--- config.mk ---
export PLATFORM = sky130hd
export DESIGN_NAME = unified_mem_arbiter_flat
export DESIGN_NICKNAME = d
export VERILOG_FILES = /design/src/rtl/unified_mem_arbiter_pkg.sv /design/src/rtl/unified_mem_arbiter_if.sv /design/src/rtl/unified_mem_arbiter_load_addr_counter.sv /design/src/rtl/unified_mem_arbiter.sv /design/src/flat_wrapper.sv
export SDC_FILE = /design/constraint.sdc
export NUM_CORES = 1
export LEC_CHECK = 0
export BUFFER_PORTS_ARGS = -buffer_cell sky130_fd_sc_hd__buf_2
export CAP_MARGIN = 20
export CORE_UTILIZATION = 35
export CTS_CLUSTER_DIAMETER = 30
export DETAILED_ROUTE_END_ITERATION = 8
export HOLD_SLACK_MARGIN = 0.02
export PLACE_DENSITY = 0.7
export SLEW_MARGIN = 10
export SYNTH_ARGS = -nofsm -noshare
export SYNTH_HDL_FRONTEND = slang
export SYNTH_SLANG_ARGS = --single-unit
--- constraint.sdc ---
create_clock -name clk -period 7.4 [get_ports clk]
set_input_delay 1.48 -clock clk [delete_from_list [all_inputs] [get_ports clk]]
set_output_delay 1.48 -clock clk [all_outputs]
set_load 0.005 [all_outputs]
--- src/rtl/unified_mem_arbiter_pkg.sv ---
// -----------------------------------------------------------------------------
// mem_arb_pkg
// Shared types and default widths for the unified memory arbiter.
//   state_t : bring-up / run sequencing states
//   tag_t   : owner of the read response expected on the next cycle
// -----------------------------------------------------------------------------
package mem_arb_pkg;

    localparam int DEF_ADDR_W = 32;
    localparam int DEF_DATA_W = 32;

    typedef enum logic [1:0] {
        IDLE = 2'd0,
        LOAD = 2'd1,
        RUN  = 2'd2
    } state_t;

    typedef enum logic [1:0] {
        TAG_NONE = 2'd0,
        TAG_IF   = 2'd1,
        TAG_DM   = 2'd2
    } tag_t;

endpackage

--- src/rtl/unified_mem_arbiter_if.sv ---
// -----------------------------------------------------------------------------
// mem_arb_if
// Bundles every non-clock/reset signal of the arbiter:
//   loader    : load_en, load_data
//   fetch     : if_req, if_addr -> if_rdata, if_valid, if_stall
//   data      : dm_rd, dm_wr, dm_addr, dm_wdata -> dm_rdata, dm_valid, dm_stall
//   memory    : mem_rd, mem_wr, mem_addr, mem_wdata <- mem_rdata
//   status    : load_busy, load_count, err
// slave  = arbiter side, master = CPU / memory environment side.
// -----------------------------------------------------------------------------
interface mem_arb_if import mem_arb_pkg::*; #(
    parameter int ADDR_W = DEF_ADDR_W,
    parameter int DATA_W = DEF_DATA_W
);
    logic              load_en;
    logic [DATA_W-1:0] load_data;
    logic              if_req;
    logic [ADDR_W-1:0] if_addr;
    logic [DATA_W-1:0] if_rdata;
    logic              if_valid;
    logic              if_stall;
    logic              dm_rd;
    logic              dm_wr;
    logic [ADDR_W-1:0] dm_addr;
    logic [DATA_W-1:0] dm_wdata;
    logic [DATA_W-1:0] dm_rdata;
    logic              dm_valid;
    logic              dm_stall;
    logic              mem_rd;
    logic              mem_wr;
    logic [ADDR_W-1:0] mem_addr;
    logic [DATA_W-1:0] mem_wdata;
    logic [DATA_W-1:0] mem_rdata;
    logic              load_busy;
    logic [ADDR_W-1:0] load_count;
    logic              err;

    modport slave (
        input  load_en, load_data, if_req, if_addr, dm_rd, dm_wr, dm_addr,
               dm_wdata, mem_rdata,
        output if_rdata, if_valid, if_stall, dm_rdata, dm_valid, dm_stall,
               mem_rd, mem_wr, mem_addr, mem_wdata, load_busy, load_count, err
    );

    modport master (
        output load_en, load_data, if_req, if_addr, dm_rd, dm_wr, dm_addr,
               dm_wdata, mem_rdata,
        input  if_rdata, if_valid, if_stall, dm_rdata, dm_valid, dm_stall,
               mem_rd, mem_wr, mem_addr, mem_wdata, load_busy, load_count, err
    );

endinterface

--- src/rtl/unified_mem_arbiter_load_addr_counter.sv ---
// -----------------------------------------------------------------------------
// load_addr_counter
// Program-load write address generator.
//   clk, Reset : clock, synchronous active-low reset
//   restart    : first word of a new load; address forced to LOAD_BASE
//   step       : a word is written this cycle; advance
//   addr       : address for the word written this cycle
//   count      : words written since the last restart, saturating at LOAD_DEPTH
// -----------------------------------------------------------------------------
module load_addr_counter import mem_arb_pkg::*; #(
    parameter int ADDR_W     = DEF_ADDR_W,
    parameter int LOAD_BASE  = 0,
    parameter int LOAD_DEPTH = 32
) (
    input  logic              clk,
    input  logic              Reset,
    input  logic              restart,
    input  logic              step,
    output logic [ADDR_W-1:0] addr,
    output logic [ADDR_W-1:0] count
);

    localparam logic [ADDR_W-1:0] BASE_V  = ADDR_W'(LOAD_BASE);
    localparam logic [ADDR_W-1:0] LAST_V  = ADDR_W'(LOAD_BASE + LOAD_DEPTH - 1);
    localparam logic [ADDR_W-1:0] DEPTH_V = ADDR_W'(LOAD_DEPTH);
    localparam logic [ADDR_W-1:0] ONE_V   = ADDR_W'(1);

    logic [ADDR_W-1:0] cnt_r;
    logic [ADDR_W-1:0] count_r;

    // The restart word goes to LOAD_BASE without waiting a cycle for a reload.
    always_comb begin
        if (restart) begin
            addr = BASE_V;
        end else begin
            addr = cnt_r;
        end
    end

    assign count = count_r;

    // Next write address (wrapping) and saturating word count.
    always_ff @(posedge clk) begin
        if (!Reset) begin
            cnt_r   <= BASE_V;
            count_r <= {ADDR_W{1'b0}};
        end else if (step) begin
            cnt_r   <= (addr == LAST_V) ? BASE_V : addr + ONE_V;
            if (restart) begin
                count_r <= ONE_V;
            end else if (count_r == DEPTH_V) begin
                count_r <= DEPTH_V;
            end else begin
                count_r <= count_r + ONE_V;
            end
        end
    end

endmodule

--- src/rtl/unified_mem_arbiter.sv ---
// -----------------------------------------------------------------------------
// unified_mem_arbiter
// Shares one single-ported, one-cycle-latency memory between the program
// loader, instruction fetch and data access, and sequences IDLE -> LOAD -> RUN.
//   clk   : rising-edge clock
//   Reset : synchronous active-low reset
//   bus   : mem_arb_if.slave (loader, fetch, data, memory and status signals)
// Grants are combinational so the winning access reaches the memory in the
// same cycle; the read response is steered by a tag registered at grant time.
// -----------------------------------------------------------------------------
module unified_mem_arbiter import mem_arb_pkg::*; #(
    parameter int ADDR_W     = DEF_ADDR_W,
    parameter int DATA_W     = DEF_DATA_W,
    parameter int LOAD_BASE  = 0,
    parameter int LOAD_DEPTH = 32,
    parameter int MAX_BURST  = 4
) (
    input logic      clk,
    input logic      Reset,
    mem_arb_if.slave bus
);

    localparam int                 BURST_W   = $clog2(MAX_BURST + 1);
    localparam logic [BURST_W-1:0] BURST_MAX = BURST_W'(MAX_BURST);
    localparam logic [BURST_W-1:0] BURST_ONE = BURST_W'(1);

    state_t              state_r;
    state_t              state_nxt_s;
    tag_t                tag_r;
    tag_t                tag_nxt_s;
    logic [BURST_W-1:0]  burst_r;
    logic [BURST_W-1:0]  burst_nxt_s;
    logic [DATA_W-1:0]   if_hold_r;
    logic [DATA_W-1:0]   dm_hold_r;
    logic                err_r;

    logic                load_wr_s;
    logic                run_s;
    logic                dm_req_s;
    logic                grant_dm_s;
    logic                grant_if_s;
    logic                if_valid_s;
    logic                dm_valid_s;
    logic                load_restart_s;
    logic [ADDR_W-1:0]   load_addr_s;
    logic [ADDR_W-1:0]   load_count_s;

    logic                mem_rd_s;
    logic                mem_wr_s;
    logic [ADDR_W-1:0]   mem_addr_s;
    logic [DATA_W-1:0]   mem_wdata_s;

    // Any cycle with load_en is a load write, including the one that leaves
    // IDLE/RUN, so the first word lands at LOAD_BASE with no dead cycle.
    assign load_wr_s      = Reset & bus.load_en;
    assign run_s          = Reset & ~bus.load_en & (state_r == RUN);
    assign dm_req_s       = bus.dm_rd | bus.dm_wr;
    assign load_restart_s = (state_r != LOAD);

    load_addr_counter #(
        .ADDR_W     (ADDR_W),
        .LOAD_BASE  (LOAD_BASE),
        .LOAD_DEPTH (LOAD_DEPTH)
    ) u_load_cnt (
        .clk     (clk),
        .Reset   (Reset),
        .restart (load_restart_s),
        .step    (load_wr_s),
        .addr    (load_addr_s),
        .count   (load_count_s)
    );

    // FSM state register.
    always_ff @(posedge clk) begin
        if (!Reset) begin
            state_r <= IDLE;
        end else begin
            state_r <= state_nxt_s;
        end
    end

    // FSM next-state: load_en always pulls towards LOAD, its release starts RUN.
    always_comb begin
        state_nxt_s = state_r;
        case (state_r)
            IDLE:    state_nxt_s = bus.load_en ? LOAD : IDLE;
            LOAD:    state_nxt_s = bus.load_en ? LOAD : RUN;
            RUN:     state_nxt_s = bus.load_en ? LOAD : RUN;
            default: state_nxt_s = IDLE;
        endcase
    end

    // FSM outputs: grant decision and the memory command it produces.
    always_comb begin
        grant_dm_s  = 1'b0;
        grant_if_s  = 1'b0;
        mem_rd_s    = 1'b0;
        mem_wr_s    = 1'b0;
        mem_addr_s  = {ADDR_W{1'b0}};
        mem_wdata_s = {DATA_W{1'b0}};
        tag_nxt_s   = TAG_NONE;
        burst_nxt_s = {BURST_W{1'b0}};

        // Data wins unless it has used up its burst while fetch is waiting.
        if (run_s) begin
            if (dm_req_s && !((burst_r == BURST_MAX) && bus.if_req)) begin
                grant_dm_s = 1'b1;
            end else if (bus.if_req) begin
                grant_if_s = 1'b1;
            end else begin
                grant_dm_s = 1'b0;
            end
        end else begin
            grant_dm_s = 1'b0;
        end

        // A combined read+write performs the write only.
        if (load_wr_s) begin
            mem_wr_s    = 1'b1;
            mem_addr_s  = load_addr_s;
            mem_wdata_s = bus.load_data;
        end else if (grant_dm_s) begin
            mem_rd_s    = bus.dm_rd & ~bus.dm_wr;
            mem_wr_s    = bus.dm_wr;
            mem_addr_s  = bus.dm_addr;
            mem_wdata_s = bus.dm_wdata;
        end else if (grant_if_s) begin
            mem_rd_s    = 1'b1;
            mem_addr_s  = bus.if_addr;
        end else begin
            mem_rd_s    = 1'b0;
        end

        if (grant_if_s) begin
            tag_nxt_s = TAG_IF;
        end else if (grant_dm_s && bus.dm_rd && !bus.dm_wr) begin
            tag_nxt_s = TAG_DM;
        end else begin
            tag_nxt_s = TAG_NONE;
        end

        // Saturate so a long data-only run still reports a full burst.
        if (grant_dm_s) begin
            burst_nxt_s = (burst_r == BURST_MAX) ? BURST_MAX : burst_r + BURST_ONE;
        end else begin
            burst_nxt_s = {BURST_W{1'b0}};
        end
    end

    // A response is dropped if load_en rises while it is in flight.
    assign if_valid_s = Reset & ~bus.load_en & (tag_r == TAG_IF);
    assign dm_valid_s = Reset & ~bus.load_en & (tag_r == TAG_DM);

    // Response tag, burst count, held read data and sticky error.
    always_ff @(posedge clk) begin
        if (!Reset) begin
            tag_r     <= TAG_NONE;
            burst_r   <= {BURST_W{1'b0}};
            if_hold_r <= {DATA_W{1'b0}};
            dm_hold_r <= {DATA_W{1'b0}};
            err_r     <= 1'b0;
        end else begin
            tag_r   <= tag_nxt_s;
            burst_r <= burst_nxt_s;
            if (if_valid_s) begin
                if_hold_r <= bus.mem_rdata;
            end
            if (dm_valid_s) begin
                dm_hold_r <= bus.mem_rdata;
            end
            if (bus.dm_rd && bus.dm_wr) begin
                err_r <= 1'b1;
            end
        end
    end

    assign bus.mem_rd     = mem_rd_s;
    assign bus.mem_wr     = mem_wr_s;
    assign bus.mem_addr   = mem_addr_s;
    assign bus.mem_wdata  = mem_wdata_s;
    assign bus.if_valid   = if_valid_s;
    assign bus.dm_valid   = dm_valid_s;
    assign bus.if_rdata   = if_valid_s ? bus.mem_rdata : if_hold_r;
    assign bus.dm_rdata   = dm_valid_s ? bus.mem_rdata : dm_hold_r;
    assign bus.if_stall   = ~run_s | (bus.if_req & ~grant_if_s);
    assign bus.dm_stall   = ~run_s | (dm_req_s & ~grant_dm_s);
    assign bus.load_busy  = (state_r == LOAD);
    assign bus.load_count = load_count_s;
    assign bus.err        = err_r;

endmodule
--- src/flat_wrapper.sv ---
// flat-port wrapper written by rule: the top's interface ports become plain ports
module unified_mem_arbiter_flat import mem_arb_pkg::*;
#(
    parameter int ADDR_W     = DEF_ADDR_W,
    parameter int DATA_W     = DEF_DATA_W,
    parameter int LOAD_BASE  = 0,
    parameter int LOAD_DEPTH = 32,
    parameter int MAX_BURST  = 4
)
  (clk, Reset, bus_load_en, bus_load_data, bus_if_req, bus_if_addr, bus_dm_rd, bus_dm_wr, bus_dm_addr, bus_dm_wdata, bus_mem_rdata, bus_if_rdata, bus_if_valid, bus_if_stall, bus_dm_rdata, bus_dm_valid, bus_dm_stall, bus_mem_rd, bus_mem_wr, bus_mem_addr, bus_mem_wdata, bus_load_busy, bus_load_count, bus_err);
  mem_arb_if #(.ADDR_W(ADDR_W), .DATA_W(DATA_W)) bus_i ();
  input logic clk;
  input logic Reset;
  input wire logic [$bits(bus_i.load_en)-1:0] bus_load_en;
  input wire logic [$bits(bus_i.load_data)-1:0] bus_load_data;
  input wire logic [$bits(bus_i.if_req)-1:0] bus_if_req;
  input wire logic [$bits(bus_i.if_addr)-1:0] bus_if_addr;
  input wire logic [$bits(bus_i.dm_rd)-1:0] bus_dm_rd;
  input wire logic [$bits(bus_i.dm_wr)-1:0] bus_dm_wr;
  input wire logic [$bits(bus_i.dm_addr)-1:0] bus_dm_addr;
  input wire logic [$bits(bus_i.dm_wdata)-1:0] bus_dm_wdata;
  input wire logic [$bits(bus_i.mem_rdata)-1:0] bus_mem_rdata;
  output wire logic [$bits(bus_i.if_rdata)-1:0] bus_if_rdata;
  output wire logic [$bits(bus_i.if_valid)-1:0] bus_if_valid;
  output wire logic [$bits(bus_i.if_stall)-1:0] bus_if_stall;
  output wire logic [$bits(bus_i.dm_rdata)-1:0] bus_dm_rdata;
  output wire logic [$bits(bus_i.dm_valid)-1:0] bus_dm_valid;
  output wire logic [$bits(bus_i.dm_stall)-1:0] bus_dm_stall;
  output wire logic [$bits(bus_i.mem_rd)-1:0] bus_mem_rd;
  output wire logic [$bits(bus_i.mem_wr)-1:0] bus_mem_wr;
  output wire logic [$bits(bus_i.mem_addr)-1:0] bus_mem_addr;
  output wire logic [$bits(bus_i.mem_wdata)-1:0] bus_mem_wdata;
  output wire logic [$bits(bus_i.load_busy)-1:0] bus_load_busy;
  output wire logic [$bits(bus_i.load_count)-1:0] bus_load_count;
  output wire logic [$bits(bus_i.err)-1:0] bus_err;
  assign bus_i.load_en = bus_load_en;
  assign bus_i.load_data = bus_load_data;
  assign bus_i.if_req = bus_if_req;
  assign bus_i.if_addr = bus_if_addr;
  assign bus_i.dm_rd = bus_dm_rd;
  assign bus_i.dm_wr = bus_dm_wr;
  assign bus_i.dm_addr = bus_dm_addr;
  assign bus_i.dm_wdata = bus_dm_wdata;
  assign bus_i.mem_rdata = bus_mem_rdata;
  assign bus_if_rdata = bus_i.if_rdata;
  assign bus_if_valid = bus_i.if_valid;
  assign bus_if_stall = bus_i.if_stall;
  assign bus_dm_rdata = bus_i.dm_rdata;
  assign bus_dm_valid = bus_i.dm_valid;
  assign bus_dm_stall = bus_i.dm_stall;
  assign bus_mem_rd = bus_i.mem_rd;
  assign bus_mem_wr = bus_i.mem_wr;
  assign bus_mem_addr = bus_i.mem_addr;
  assign bus_mem_wdata = bus_i.mem_wdata;
  assign bus_load_busy = bus_i.load_busy;
  assign bus_load_count = bus_i.load_count;
  assign bus_err = bus_i.err;
  unified_mem_arbiter #(.ADDR_W(ADDR_W), .DATA_W(DATA_W), .LOAD_BASE(LOAD_BASE), .LOAD_DEPTH(LOAD_DEPTH), .MAX_BURST(MAX_BURST)) u_core (.clk(clk), .Reset(Reset), .bus(bus_i));
endmodule
# Word-level counts from Yosys, hierarchy flattened
# Cells that the tools add are included.
dict set report classes {
  addsub 3
  eq_ne 8
  mux 27
  bitwise 17
  n_reduce_logical 12
}
# op n
set ops {}
lappend ops {{32-bit two-way mux} 11}
lappend ops {{32-bit by 1-bit adder with 32-bit output, second input constant} 2}
lappend ops {{32-bit by 5-bit == test with 1-bit output, second input constant} 1}
lappend ops {{32-bit by 6-bit == test with 1-bit output, second input constant} 1}
lappend ops {{1-bit two-way mux} 12}
lappend ops {{1-bit bitwise AND} 8}
lappend ops {{1-bit NOT} 6}
lappend ops {{1-bit logical AND} 5}
lappend ops {{2-bit by 1-bit == test with 1-bit output, second input constant} 2}
lappend ops {{2-bit == test, second input constant} 2}
lappend ops {{2-bit two-way mux} 2}
lappend ops {{2-bit one-hot mux with 2 select lines} 1}
lappend ops {{2-bit OR reduction} 2}
lappend ops {{3-bit by 1-bit adder with 3-bit output, second input constant} 1}
lappend ops {{3-bit == test, second input constant} 1}
lappend ops {{3-bit two-way mux} 1}
lappend ops {{1-bit OR} 3}
lappend ops {{3-bit OR reduction} 1}
lappend ops {{1-bit zero test} 2}
lappend ops {{2-bit zero test} 1}
lappend ops {{2-bit by 1-bit != test with 1-bit output, second input constant} 1}
lappend ops {{2-bit AND reduction} 1}
dict set report word_totals {
  ff_bits 136
  output_inout_bits 168
}

# Logic depth before layout (Yosys ltp)
# Gate-level depths: netlist of run 1.
dict set report logic_depth {
  ltp_word 10
  depth_mapped 15
  mapped_depth_nobuf 10
}

# By module
# Synthesis of run 1 repeated with hierarchy kept, for this count alone.
dict set report unflattened {
  hier_cells 949
  area_unflattened_um2 8222.9
}
# mod n_inst cells_each area_each_um2 seq_area_each_um2
set modules_own_cells {}
lappend modules_own_cells {unified_mem_arbiter 1 448 4354.2 1441.4}
lappend modules_own_cells {load_addr_counter 1 501 3868.7 1281.2}

# Least setup slack after synthesis of run 1
# Ideal clock, no wire load.
dict set report synth_path {
  path_kind {input to output}
  from {input bus_load_en}
  to {output bus_if_rdata[22]}
  t_arrival_ps 2901
  path_slack_ps 3019
  path_stages 5
  path_buffers 2
  path_cell_list {nand2b_1 > clkbuf_1 > nor3b_2 > clkbuf_1 > mux2_2}
}
dict set report synth_between {
  elab_chain_len 4
}
# element line_no
set synth_lines {}
lappend synth_lines {{start: declaration} flat_wrapper.sv:14} ;# input wire logic [$bits(bus_i.load_en)-1:0] bus_load_en;
lappend synth_lines {{1-bit NOT} unified_mem_arbiter.sv:151} ;# assign if_valid_s = Reset & ~bus.load_en & (tag_r == TAG_IF);
lappend synth_lines {{1-bit bitwise AND (2 in series)} unified_mem_arbiter.sv:151}
lappend synth_lines {{via bus_if_valid} flat_wrapper.sv:24} ;# output wire logic [$bits(bus_i.if_valid)-1:0] bus_if_valid;
lappend synth_lines {{32-bit two-way mux} unified_mem_arbiter.sv:183} ;# assign bus.if_rdata = if_valid_s ? bus.mem_rdata : if_hold_r;
lappend synth_lines {{end: declaration} flat_wrapper.sv:23} ;# output wire logic [$bits(bus_i.if_rdata)-1:0] bus_if_rdata;
# The timed path passes the listed nets, and every way through them passes these cells.

# Worst setup path in the final report of run 1
dict set report layout_path {
  from {input bus_load_en}
  to {output bus_dm_rdata[6]}
}
dict set report layout_between {
  elab_chain_len 4
}
# element line_no
set layout_lines {}
lappend layout_lines {{1-bit NOT} unified_mem_arbiter.sv:152} ;# assign dm_valid_s = Reset & ~bus.load_en & (tag_r == TAG_DM);
lappend layout_lines {{1-bit bitwise AND (2 in series)} unified_mem_arbiter.sv:152}
lappend layout_lines {{32-bit two-way mux} unified_mem_arbiter.sv:184} ;# assign bus.dm_rdata = dm_valid_s ? bus.mem_rdata : dm_hold_r;
lappend layout_lines {{end: declaration} flat_wrapper.sv:26} ;# output wire logic [$bits(bus_i.dm_rdata)-1:0] bus_dm_rdata;
# No other way between the ends.

==> results of run 1 <==
[logic make-up after synthesis]
kind of cell    Yosys count  synth area share [%]
simple gates            344                  25.8
fa+ha+maj                 9                  1.51
buf+inv                  96                  5.91
flops                   136                  36.6
xor+xnor                 10                  1.18
mux                      69                  10.4
compound gates          194                  18.6
[cell usage after synthesis, drive strengths merged, types with 2 or more instances]
library cell	n
nor3b	5
buf	11
a22o	39
a31oi	21
a21o	3
nor2b	3
a22oi	19
ha	9
nor4	17
mux2i	5
and3	17
and4	3
inv	30
a41oi	4
clkbuf	55
a221o	3
a2bb2oi	2
nand3b	2
nand3	42
nor2	21
o21ai	33
o31ai	7
nand2b	7
and2	79
or2	2
nor4b	2
o211ai	5
xor2	3
xnor2	7
or4	5
a32oi	5
o22ai	2
nor3	10
a21oi	29
a222oi	13
nand2	80
dfxtp	136
or3	4
mux2	64
nand4	42
[report_power, final]
| group | total [mW] | switching (mW) | internal [mW] |
|---|---|---|---|
| registers | 0.737 | 0.00299 | 0.734 |
| logic | 0.120 | 0.0656 | 0.0547 |
| clock network | 0.819 | 0.347 | 0.471 |
[cells in the final DEF (no fill, tap or decap), types with 3 or more instances in the layout]
| cell type | Yosys | routed |
|---|---|---|
| clkbuf_16 | 0 | 17 |
| or3_1 | 3 | 3 |
| nor2_1 | 21 | 21 |
| a22oi_1 | 19 | 19 |
| mux2_2 | 64 | 64 |
| a32oi_1 | 5 | 5 |
| or4_1 | 4 | 4 |
| nand3_1 | 42 | 42 |
| a21oi_1 | 29 | 28 |
| dfxtp_1 | 136 | 136 |
| a41oi_1 | 4 | 4 |
| clkinvlp_4 | 0 | 3 |
| o211ai_1 | 5 | 5 |
| inv_1 | 30 | 30 |
| and4_1 | 3 | 3 |
| xnor2_1 | 7 | 7 |
| mux2i_1 | 5 | 5 |
| and2_1 | 78 | 78 |
| o21ai_0 | 33 | 33 |
| inv_6 | 0 | 5 |
| a221o_1 | 3 | 3 |
| nor4_1 | 17 | 17 |
| o31ai_1 | 7 | 7 |
| a21o_1 | 3 | 3 |
| and3_1 | 17 | 16 |
| a222oi_1 | 13 | 13 |
| buf_2 | 3 | 333 |
| a31oi_1 | 21 | 21 |
| xor2_1 | 3 | 3 |
| nand4_1 | 40 | 40 |
| nand2b_1 | 7 | 7 |
| a22o_1 | 39 | 39 |
| ha_1 | 9 | 8 |
| buf_4 | 2 | 13 |
| nor3_1 | 10 | 10 |
| nand2_1 | 80 | 80 |
[metrics by stage]
| step | instance area, µm² | hold slack (ns) | util [%] |
|---|---|---|---|
| floorplan | 7430 | 0.466 | - |
| global placement | 9240 | 0.465 | 44.9 |
| detailed placement | 9240 | 0.476 | 44.9 |
| CTS | 9800 | 0.496 | 47.7 |
| global route | 9810 | 0.523 | 47.7 |
| finish | 9820 | 0.492 | 47.7 |
[path summary, 6_finish.rpt]
kind | from | end | slack, ns | cells past startpoint
min | u_core.bus.err$_SDFFE_PN0P_ | u_core.bus.err$_SDFFE_PN0P_ | 0.49 | 2
max reg2reg | u_core.state_r[1]$_SDFF_PN0_ | u_core.u_load_cnt.cnt_r[19]$_SDFFE_PN0P_ | 4.18 | 11
max | bus_load_en | bus_dm_rdata[6] | 2.28 | 6
min reg2reg | u_core.bus.err$_SDFFE_PN0P_ | u_core.bus.err$_SDFFE_PN0P_ | 0.49 | 2
[tightest hold or removal path: stages, from the launching register on]
cell and delay (ns):
dfxtp_1 0.33, a21oi_1 0.04, nor2b_1 0.09
[sequential cells by signal (all words and copies together) (netlist names)]
name	cells
u_core.burst_r	3
u_core.bus.err	1
u_core.dm_hold_r	32
u_core.if_hold_r	32
u_core.state_r	2
u_core.tag_r	2
u_core.u_load_cnt.cnt_r	32
u_core.u_load_cnt.count	32
[cell type report]
type | count | share of cell area, %
clock buffers | 18 | 4.37
multi-input cells | 626 | 43.8
repair buffers | 347 | 18.1
clock inverters | 14 | 1.40
diodes | 1 | 0.0255
well taps | 270 | 3.44
inverters | 30 | 1.15
flip-flops and latches | 136 | 27.7
[layer usage]
| metal | GRT usage (%) | vias up | wire length, µm |
|---|---|---|---|
| met3 | 4.66 | 24 | 2020 |
| met5 | 0 | - | 0 |
| li1 | - | 3794 | - |
| met1 | 29.5 | 3656 | 11100 |
| met4 | 6.60 | 0 | 295 |
| met2 | 36.7 | 356 | 11600 |
==> metrics.log, run 1 <==
INFO  metric crit_path_max_fanout = 33
INFO  metric cts_hold_buffers = 0
INFO  metric synth-edff-count = 0
INFO  metric gate_family_responsible_for_the_most_delay_along_the_worst_path = simple AND/OR/NAND/NOR gates
INFO  metric globalRoute.totalOverflow = 0
INFO  metric synthToLayoutAreaGrowth = 32.0%
INFO  metric total_power_of_the_final_layout = between 1.5 and 2 mW
INFO  metric layout_setup_ws = 2.28 ns
INFO  metric synthFlopType = dfxtp_1
INFO  metric chipWidth = 148 µm
INFO  metric seqCellArea = 2720 µm²
INFO  metric synth.avg_cell_area = 8.67 µm²
INFO  metric worstPathArrival = 3.64 ns
INFO  metric cts_tree = yes
INFO  metric p_leak = 4.60 nW
INFO  metric clkLatencyLatePin = 0.42 ns
INFO  metric yosys.cell_types.count = 63
INFO  metric cts.clk_slew.worst_paths = 0.06 ns
INFO  metric setup.worst_path.class = in -> out
INFO  metric worst_path_largest_cell_delay = about 0.64 ns
INFO  metric postSynthCellCount = 858
INFO  metric worst_slew_pin_slew = 1.05 ns
INFO  metric yosys-top-cells-area = dfxtp_1 37%, mux2_2 9.7%, and2_1 6.6%
INFO  metric finClkSkew = 0.0125 ns
INFO  metric layout.filler_cells = between 2000 and 2500
INFO  metric max_capacitance_violation_count = 0
INFO  metric multi_input_comb_area = 4300 µm²
INFO  metric highest_delay_cell_along_the_critical_path = nand2b_1
INFO  metric finalNonFillerCells = between 1000 and 1500
INFO  metric fp.dieH = 148 µm
INFO  metric sequential_fraction_of_the_synthesis_area = 36.6%
INFO  metric timing.final.hold_violations = 0
INFO  metric grt_max_degree = 70
INFO  metric cellPowerDensity = around 170 nW/µm²
INFO  metric fp-row-count = 52
INFO  metric synth-async-reset-ratio = 0%
INFO  metric post_cts.resized_instances = 0
INFO  metric vias = 7830
INFO  metric tightest_slew_margin_relative_to_the_limit = 29.2%
INFO  metric critical_path.most_common_cell = buf_2
INFO  metric slew_violations = 0
INFO  metric outcome = finished clean
INFO  metric netlist.area_leader.share = 36.6%
INFO  metric top_level_ports = between 300 and 400
INFO  metric numPortBuffers = between 300 and 400
INFO  metric finalWorstPathRequiredPeriod = 5.12 ns
INFO  metric fmax = 195 MHz
INFO  metric preCtsSetupSlack = 2.29 ns
INFO  metric drt.antenna.violating_nets = 0
INFO  metric final_layout_size_suffix_gt1_share = 39.2%
INFO  metric crit_chain = buf_2 > nand2b_1 > nor3b_4 > buf_4 > mux2_2 > buf_2
INFO  metric sink_count_of_the_clock_tree = 136
INFO  metric drt-vias-per-instance = 5.43
INFO  metric finish.net_count = about 1300
INFO  metric grt_antenna_before_repair = 0
INFO  metric cell_type_with_the_highest_aggregate_area_in_the_netlist = dfxtp_1
INFO  metric postSynthNetCount = roughly 1000
INFO  metric floorplan.initialDensity = 36.2%
INFO  metric floorplan.core_area = 20600 µm²
INFO  metric setup_viol_count_final = 0
INFO  metric yosys_warnings = 0
INFO  metric crit_buf_inv = 3
INFO  metric worst_ep_required_time = just under 6 ns
INFO  metric drt_iter0_drc = approximately 560
INFO  metric detailedRoute.firstPassIterationCount = 8
INFO  metric finalWirelength = 25.0 mm
INFO  metric place_congestion = 0.884
INFO  metric cts_post_setup_buffers_inserted = 0
INFO  metric hp-class = reg -> reg
INFO  metric global_route.usage.total = about 22%
INFO  metric post-route-drc-count = 0
INFO  metric critPathLaunchType = primary input
INFO  metric route.detailed.wl_per_inst = 17.3 µm
INFO  metric worstSetupEndpointType = primary output
INFO  metric syn-cell-area = 7430 µm²
INFO  metric final_clock_period_utilization_by_the_worst_path = 69.1%
INFO  metric worst_ir_drop_on_vdd = roughly 0.11 mV
INFO  metric count_of_state_elements_after_synthesis = 136
INFO  metric cts-htree-levels = 4
INFO  metric placed_cells_incl_taps = 1408
INFO  metric rsz0062_at_grt = false
INFO  metric totalNegativeSetupSlack = 0 ns
INFO  metric cts_made_buffers = 17
INFO  metric dp_hpwl = 18.3 mm
INFO  metric die_area = 21800 µm²
INFO  metric grt_first_pass_wirelength = 38.5 mm
INFO  metric clockRootBuffer = clkbuf_16
INFO  metric clockBufferDepth = 2
INFO  metric first_global_vias = 7230
Note: power is estimated with default switching activity, not from simulation.
==> run 2, diff against run 1 <==
--- a/config.mk
+++ b/config.mk
@@ -11,7 +11,7 @@
 export CTS_CLUSTER_DIAMETER = 30
 export DETAILED_ROUTE_END_ITERATION = 8
 export HOLD_SLACK_MARGIN = 0.02
-export PLACE_DENSITY = 0.7
+export PLACE_DENSITY = 0.73
 export SLEW_MARGIN = 10
 export SYNTH_ARGS = -nofsm -noshare
 export SYNTH_HDL_FRONTEND = slang
==> constraint.sdc (replaced) <==
create_clock -name clk -period 4.4 [get_ports clk]
set_input_delay 0.88 -clock clk [delete_from_list [all_inputs] [get_ports clk]]
set_output_delay 0.88 -clock clk [all_outputs]
set_load 0.005 [all_outputs]
==> metrics.log, run 2 (same netlist as run 1, synthesis figures left out) <==
INFO  metric crit_chain = inv_1 > ha_2 > buf_4 > and3_1 > buf_4 > and2_1 > a221o_1 > buf_2
INFO  metric antenna_fix_cells = 0 (-1)
INFO  metric top_level_ports = 334 (unchanged)
INFO  metric p_leak = 4.62 nW (+0.41%)
INFO  metric worst_ep_required_time = 3.52 ns (-2.40 ns)
INFO  metric drt-vias-per-instance = 5.50 (+1.2%)
INFO  metric die_area = 21800 µm² (unchanged)
INFO  metric fp.dieH = 148 µm (unchanged)
INFO  metric critPathLaunchType = flip-flop
INFO  metric drt.antenna.violating_nets = 0 (unchanged)
INFO  metric finalWirelength = 25.2 mm (+0.75%)
INFO  metric highest_delay_cell_along_the_critical_path = buf_4
INFO  metric finClkSkew = 0.0103 ns (-0.00219 ns)
INFO  metric crit_path_max_fanout = 36 (+9.1%)
INFO  metric timing.final.hold_violations = 0 (unchanged)
INFO  metric cts_hold_buffers = 0 (unchanged)
INFO  metric rsz0062_at_grt = false
INFO  metric clkLatencyLatePin = 0.42 ns (about the same)
INFO  metric floorplan.initialDensity = 36.2% (unchanged)
INFO  metric cts_made_buffers = 17 (unchanged)
INFO  metric tightest_slew_margin_relative_to_the_limit = 36.8% (+7.7 points)
INFO  metric clockRootBuffer = clkbuf_16
INFO  metric post-route-drc-count = 0 (unchanged)
INFO  metric dp_hpwl = 18.6 mm (+1.8%)
INFO  metric place_congestion = 0.893 (+1.0%)
INFO  metric setup.worst_path.class = reg -> out
INFO  metric numPortBuffers = 333 (unchanged)
INFO  metric cts_tree = yes
INFO  metric finish.net_count = 1337 (+0.30%)
INFO  metric vias = 7944 (+1.5%)
INFO  metric worstSetupEndpointType = primary output
INFO  metric total_power_of_the_final_layout = 2.81 mW (+68%)
INFO  metric slew_violations = 0 (unchanged)
INFO  metric totalNegativeSetupSlack = 0 ns (unchanged)
INFO  metric worst_ir_drop_on_vdd = 0.163 mV (+53%)
INFO  metric first_global_vias = 7475 (+3.4%)
INFO  metric setup_viol_count_final = 0 (unchanged)
INFO  metric final_clock_period_utilization_by_the_worst_path = 78.8%
INFO  metric fmax = 288 MHz
INFO  metric grt_first_pass_wirelength = 39.3 mm (+1.9%)
INFO  metric floorplan.core_area = 20600 µm² (unchanged)
INFO  metric cts-htree-levels = 4 (unchanged)
INFO  metric detailedRoute.firstPassIterationCount = 5 (-3)
INFO  metric cts.clk_slew.worst_paths = 0.06 ns (about the same)
INFO  metric worstPathArrival = 2.59 ns (-1.05 ns)
INFO  metric grt_max_degree = 52 (-26%)
INFO  metric cts_post_setup_buffers_inserted = 0 (unchanged)
INFO  metric hold_ws = 0.506 ns (+0.0145 ns)
INFO  metric hp-class = reg -> reg
INFO  metric layout.cells.most_common = buf_2
INFO  metric post_cts.resized_instances = 0 (unchanged)
INFO  metric worst_slew_pin_slew = 0.939 ns (-0.114 ns)
INFO  metric critical_path.most_common_cell = buf_4
INFO  metric cellPowerDensity = 285 nW/µm² (+67%)
INFO  metric globalRoute.totalOverflow = 0 (unchanged)
INFO  metric sink_count_of_the_clock_tree = 136 (unchanged)
INFO  metric route.detailed.wl_per_inst = 17.4 µm (+0.54%)
INFO  metric finalWorstPathRequiredPeriod = 3.47 ns
INFO  metric worst_path_largest_cell_delay = 0.43 ns (-0.21 ns)
INFO  metric clockBufferDepth = 2 (unchanged)
INFO  metric most-common-layout-cells = 333 x buf_2, 136 x dfxtp_1, 80 x nand2_1
INFO  metric max_capacitance_violation_count = 0 (unchanged)
INFO  metric final_layout_size_suffix_gt1_share = 39.5% (+0.29 points)
INFO  metric synthToLayoutAreaGrowth = 32.4%
INFO  metric outcome = finished clean
INFO  metric grt_antenna_before_repair = 0 (unchanged)
INFO  metric chipWidth = 148 µm (unchanged)
INFO  metric fp-row-count = 52 (unchanged)
INFO  metric drt_iter0_drc = 624 (+11%)
INFO  metric global_route.usage.total = 22.7% (+0.31 points)
-- run 2: cell count changes in the layout (fill, tap and decap cells not counted) --
cell       delta
buf_12        +1
buf_6         -1
bufinv_16     -1
inv_8         +2
clkinv_2      -1
inv_6         -1
buf_4         +4
diode_2       -1
clkbuf_1      -1
clkinv_4      +2
-- run 2: final timing paths --
path | startpoint | endpoint | slack (ns) | cells after the start
worst max-delay path | u_core.state_r[1]$_SDFF_PN0_ | bus_mem_addr[22] | 0.93 | 8
worst min-delay path | u_core.u_load_cnt.count[29]$_SDFFE_PN0P_ | u_core.u_load_cnt.count[29]$_SDFFE_PN0P_ | 0.51 | 1
worst max register to register | u_core.state_r[1]$_SDFF_PN0_ | u_core.u_load_cnt.cnt_r[24]$_SDFFE_PN0P_ | 1.27 | 8
worst min register to register | u_core.u_load_cnt.count[29]$_SDFFE_PN0P_ | u_core.u_load_cnt.count[29]$_SDFFE_PN0P_ | 0.51 | 1
-- run 2: final cells by class --
class                      instances  area (µm²)
clock buffer                      17         425
clock inverter                    15         134
fill                            1968       10700
inverter                          30         113
multi-input combinational        626        4300
sequential                       136        2720
tap                              270         338
timing repair buffer             351        1810
-- run 2: metrics by stage --
stage	instances	instance area (µm²)	setup slack (ns)	util, %
after floorplan	858	7430	0.998	-
after global placement	1413	9290	0.950	45.2
after detailed placement	1413	9290	0.948	45.2
after CTS	1445	9840	0.925	47.9
after global routing	1445	9840	0.768	47.9
final	1445	9840	0.931	47.9
-- run 2: worst max-delay path, delay by kind of cell (launching register included) --
kind	cells	cell delay (ns)
simple gates	2	0.46
flops	1	0.33
fa+ha+maj	1	0.37
buf+inv	4	0.87
compound gates	1	0.12
-- run 2: layer usage --
| metal | wire length (µm) | share of wire [%] | vias up | track usage [%] |
|---|---|---|---|---|
| met1 | 11100 | 44 | 3791 | 29.3 |
| met4 | 369 | 1.5 | 0 | 7.53 |
| met2 | 11900 | 47 | 324 | 37.8 |
| met5 | 0 | 0 | - | 0 |
| met3 | 1820 | 7.2 | 30 | 4.48 |
| li1 | - | - | 3799 | - |
-- run 2: report_power, final --
group	total (mW)	leakage (nW)	switching (mW)	internal, mW
Combinational	0.206	3.25	0.112	0.0943
Clock	1.36	0.269	0.620	0.744
Sequential	1.24	1.10	0.00511	1.23
Total	2.81	4.62	0.737	2.07
